<file path="src/rtl/serial_load_rx.sv">
// Framed serial receiver for the counter's load/config registers.
// Define SERIAL_LOAD_RX_PARITY_EN to add the even-parity bit and PARITY state.
module serial_load_rx (
  input  logic       sclk,
  input  logic       arst_n,
  input  logic       cs_n,
  input  logic       sdi,
  output logic [7:0] load_value,
  output logic [7:0] cfg_value,
  output logic       value_valid,
  output logic       frame_err,
  output logic       busy,
  output logic       sdo
);

`ifdef SERIAL_LOAD_RX_PARITY_EN
  typedef enum logic [2:0] {
    IDLE, OPCODE, DATA, PARITY, HOLD
  } state_t;
  logic [7:0] data_sr;
  logic       par_acc;
`else
  typedef enum logic [2:0] {
    IDLE, OPCODE, DATA, HOLD
  } state_t;
  logic [6:0] data_sr;
`endif

  state_t     state, state_nx;
  logic [3:0] bit_cnt;
  logic [1:0] op_r;
  logic [7:0] tx_shift;
  logic [7:0] commit_data;
  logic       last_data;
  logic       final_bit;
  logic       par_ok;
  logic       commit;
  logic       reject;

  always_ff @(posedge sclk or negedge arst_n) begin
    if (!arst_n) state <= IDLE;
    else         state <= state_nx;
  end

  always_comb begin
    state_nx  = state;
    last_data = (state == DATA) && (bit_cnt == 4'd7);
    if (cs_n) begin
      state_nx = IDLE;
    end else begin
      unique case (state)
        IDLE:    state_nx = OPCODE;
        OPCODE:  state_nx = DATA;
`ifdef SERIAL_LOAD_RX_PARITY_EN
        DATA:    if (last_data) state_nx = PARITY;
        PARITY:  state_nx = HOLD;
`else
        DATA:    if (last_data) state_nx = HOLD;
`endif
        HOLD:    state_nx = HOLD;
        default: state_nx = IDLE;
      endcase
    end
  end

  // The final sampled bit completes the frame; decide commit vs. error here.
  always_comb begin
`ifdef SERIAL_LOAD_RX_PARITY_EN
    final_bit   = !cs_n && (state == PARITY);
    commit_data = data_sr;
    par_ok      = ~(par_acc ^ sdi);
`else
    final_bit   = !cs_n && last_data;
    commit_data = {data_sr, sdi};
    par_ok      = 1'b1;
`endif
    commit = final_bit && (op_r != 2'b11) && par_ok;
    reject = final_bit && !commit;
  end

  always_ff @(posedge sclk or negedge arst_n) begin
    if (!arst_n) begin
      bit_cnt     <= '0;
      op_r        <= '0;
      data_sr     <= '0;
      tx_shift    <= '0;
      load_value  <= '0;
      cfg_value   <= '0;
      value_valid <= 1'b0;
      frame_err   <= 1'b0;
`ifdef SERIAL_LOAD_RX_PARITY_EN
      par_acc     <= 1'b0;
`endif
    end else begin
      if (!cs_n) begin
        unique case (state)
          IDLE: begin
            op_r[1] <= sdi;
            bit_cnt <= '0;
          end
          OPCODE: begin
            op_r[0]  <= sdi;
            bit_cnt  <= '0;
            tx_shift <= load_value;
          end
          DATA: begin
            data_sr  <= {data_sr[$bits(data_sr)-2:0], sdi};
            tx_shift <= {tx_shift[6:0], 1'b0};
            bit_cnt  <= bit_cnt + 4'd1;
          end
          default: ;
        endcase
`ifdef SERIAL_LOAD_RX_PARITY_EN
        par_acc <= (state == IDLE) ? sdi : (par_acc ^ sdi);
`endif
      end
      if (commit) begin
        frame_err <= 1'b0;
        if (op_r == 2'b00) begin
          load_value  <= commit_data;
          value_valid <= 1'b1;
        end
        if (op_r == 2'b01) cfg_value <= commit_data;
      end
      if (reject) frame_err <= 1'b1;
    end
  end

  assign busy = (state != IDLE);
  assign sdo  = (state == DATA) & tx_shift[7];

endmodule
</file>
<file path="config.mk">
export PLATFORM = sky130hd
export DESIGN_NAME = serial_load_rx
export DESIGN_NICKNAME = d
export VERILOG_FILES = /design/src/rtl/serial_load_rx.sv
export SDC_FILE = /design/constraint.sdc
export NUM_CORES = 1
export LEC_CHECK = 0
export BUFFER_PORTS_ARGS = -buffer_cell sky130_fd_sc_hd__buf_4
export CAP_MARGIN = 10
export CORE_UTILIZATION = 60
export CTS_CLUSTER_SIZE = 16
export DETAILED_ROUTE_END_ITERATION = 8
export MAX_ROUTING_LAYER = met4
export PLACE_DENSITY = 0.82
export SLEW_MARGIN = 20
export SYNTH_ARGS = -nofsm -noshare
export SYNTH_HDL_FRONTEND = slang
export SYNTH_SLANG_ARGS = --single-unit
</file>
<file path="constraint.sdc">
create_clock -name sclk -period 2.95 [get_ports sclk]
set_input_delay 0.4425 -clock sclk [delete_from_list [all_inputs] [get_ports sclk]]
set_output_delay 0.4425 -clock sclk [all_outputs]
set_load 0.1 [all_outputs]
</file>
==> run_results.csv <==
group,metric,value,unit
detailed_routing,wire_per_inst,15.0,um
die,start_util,64.9,%
clock_network,cts.clk_slew.worst_paths,0.13,ns
clock_network,cts.repair.resized,0,
finish,final_core_util,75.3,%
global_routing,antenna_found_initial,0,
global_routing,grt_pass1_wl,5.22,mm
clock_network,cts_buffers,5,
finish,finalNetCount,194,
timing,fmax,0.437,GHz
detailed_routing,vias_per_cell,5.69,
logic_synthesis,yosys_most_used_dff,"dfrtp_1",
critical_path,worst_path_most_repeated_cell,"buf_4",
die,fp.coreArea,2830,um^2
critical_path,cpPeakStageDelay,0.44,ns
detailed_routing,ant_nets,0,
placement,gp_congestion,0.859,
logic_synthesis,synth.distinct_cells,25,
critical_path,endpoint,"sdo",
timing,worst_pin_slew,0.625,ns
logic_synthesis,synth_top_cell_area_share,55.9,%
die,die_x,57.3,um
critical_path,critical_path_class,"register to primary output",
critical_path,reg2reg_depth,5,
die,die_height,57.3,um
logic_synthesis,synth_area,1840,um^2
finish,syn_to_final_growth,16.0,%
logic_synthesis,synthMuxAreaShare,15.9,%
timing,rsz0062_at_grt,"false",
die,dieArea,3280,um^2
power_and_ir_drop,p_total,0.00135,W
timing,hold_violations,0,
finish,drive_gt1_share,28.3,%
worst_hold_path,hold_class,"input port to async pin",
logic_synthesis,synth_area_leaders,"dfrtp_1 56%, nand2_1 7.4%, mux2_4 6.5%",
placement,hpwl,2.33,mm
power_and_ir_drop,p_per_area,634,nW/um^2
run,drv_cap,0,
clock_network,clock_latency,0.35,ns
logic_synthesis,yosysTopAreaCell,"dfrtp_1",
timing,finalMaxSlewViolations,0,
clock_network,post_cts_buffers,0,
logic_synthesis,synth_fp_nets,169,
timing,min_period,2.29,ns
clock_network,tritoncts,"done",
global_routing,track_usage,22.4,%
clock_network,htree_levels,2,
critical_path,cp-end-kind,"primary output",
critical_path,reg2reg_slack,0.77,ns
power_and_ir_drop,irDropWorstVdd,0.000444,V
global_routing,grt_max_degree,42,
detailed_routing,drtIter0Drc,37,
timing,fin_worst_skew,0.00804,ns
logic_synthesis,synth-compound-area-share,5.59,%
timing,post-route-period-util,77.5,%
timing,setup_viol,0,
run_status,outcome,"finished, final reports clean",
critical_path,r2r_end,"cfg_value[2]$_DFFE_PN0P_",
logic_synthesis,synth_fa_ha_area_share,4.77,%
clock_network,root_buffer,"clkbuf_4",
logic_synthesis,synth_common_cells,"41 x dfrtp_1, 36 x nand2_1, 17 x o21ai_0, 9 x mux2_2, 8 x mux2_4",
timing,slew-limit-headroom,58.2,%
placement,io_buffers,23,
global_routing,overflow,0,
logic_synthesis,synth_cells,158,
detailed_routing,route.detailed.drc,0,
global_routing,grt_pass1_vias,1125,
critical_path,crit_required,2.51,ns
critical_path,worstPathArrival,1.84,ns
detailed_routing,drt_pass1_iterations,4,
critical_path,crit_start,"state[0]$_DFFE_PN0P_",
timing,totalNegativeSetupSlack,0,ns
detailed_routing,via_count,1224,
logic_synthesis,synth_seq_area_share,55.9,%
logic_synthesis,synth_most_common_cell,"dfrtp_1",
critical_path,crit_fanout,14,
finish,nFillCells,203,
logic_synthesis,yosys.area_share.simple,15.5,%
die,fp-row-count,19,
logic_synthesis,yosysWarningCount,0,
critical_path,cp-start-kind,"register",
clock_network,clkSinkCount,41,
critical_path,cp_cell_sequence,"inv_1 > ha_1 > buf_4 > and2_1 > buf_4",
die,pin_count,24,
logic_synthesis,synth_area_per_cell,11.6,um^2
clock_network,cts_buffer_depth,2,
logic_synthesis,synth_top_family_by_area,"multiplexers",
clock_network,hold_buffers,0,
logic_synthesis,async_flop_share,100,%
logic_synthesis,synth_edf_count,0,
critical_path,critPathSlowestCell,"dfrtp_1",
detailed_routing,wl,3.22,mm
power_and_ir_drop,power.leakage,1.11,nW
critical_path,r2r_start,"state[0]$_DFFE_PN0P_",
finish,num_antenna_cells,0,
logic_synthesis,synthXorXnorAreaFrac,0,%
logic_synthesis,synth_seq_cells,41,
==> layout by cell type (no fill, tap or decap), drive strengths merged, types with 4 or more instances in the layout <==
master,instances
dfrtp,41
mux2i,7
o21ai,17
ha,7
buf,24
nand2,36
clkbuf,5
inv,4
nand2b,7
mux2,17
==> report_power, final <==
part           switching, W  internal (W)
registers         0.0000727      0.000622
clock network      0.000187      0.000267
logic              0.000133     0.0000688
==> layer usage <==
layer	global-route usage, %	routed length (um)	up-vias
li1	-	-	584
met1	29.3	1480	598
met2	32.3	1540	37
met3	7.26	159	5
met4	10.1	37	0
met5	-	0	-
==> cell type report <==
class,instances,area (um^2),share of cell area (%)
multi-input combinational,108,767,36.0
clock inverter,3,68.8,3.23
timing repair buffer,24,180,8.46
clock buffer,5,37.5,1.76
inverter,3,11.3,0.529
sequential,41,1030,48.2
tap,31,38.8,1.82
==> through the flow <==
step           instance area, um^2  worst slack [ns]  instances  hold slack, ns
2_1_floorplan                 1840             0.540        158           0.147
3_3_place_gp                  2020             0.954        207           0.438
3_5_place_dp                  2020             0.789        207           0.447
4_1_cts                       2130             0.664        215          0.0562
5_1_grt                       2130             0.604        215          0.0669
6_report                      2130             0.664        215          0.0430
==> critical path: cells and delay by family (launching register included) <==
kind | cells | cell delay [ns]
adders and majority gates | 1 | 0.22
DFF | 1 | 0.44
buffers and inverters | 3 | 0.68
and+or+nand+nor | 1 | 0.15
==> how the worst min path moves through the flow <==
stage / slack, ns / cells after the start / from / end
2_1_floorplan: 0.15 / 0 / arst_n / bit_cnt[0]$_DFFE_PN0P_
3_3_place_gp: 0.44 / 1 / arst_n / bit_cnt[0]$_DFFE_PN0P_
3_5_place_dp: 0.45 / 1 / arst_n / bit_cnt[3]$_DFFE_PN0P_
4_1_cts: 0.06 / 1 / arst_n / bit_cnt[3]$_DFFE_PN0P_
5_1_grt: 0.07 / 1 / arst_n / data_sr[1]$_DFFE_PN0P_
6_report: 0.04 / 1 / arst_n / bit_cnt[1]$_DFFE_PN0P_
==> flip-flops by register name, indices dropped and copies added (netlist names) <==
| name | count |
|---|---|
| cfg_value | 8 |
| load_value | 8 |
| tx_shift | 8 |
| data_sr | 7 |
| bit_cnt | 4 |
| op_r | 2 |
| state | 2 |
| frame_err | 1 |
| value_valid | 1 |
==> kinds of logic after synthesis <==
logic type      count (synthesis)
compound gates                 19
fa+ha+maj                       7
buf+inv                         9
flops                          41
mux                            24
simple gates                   58
Power figures use the tool's default switching activity.
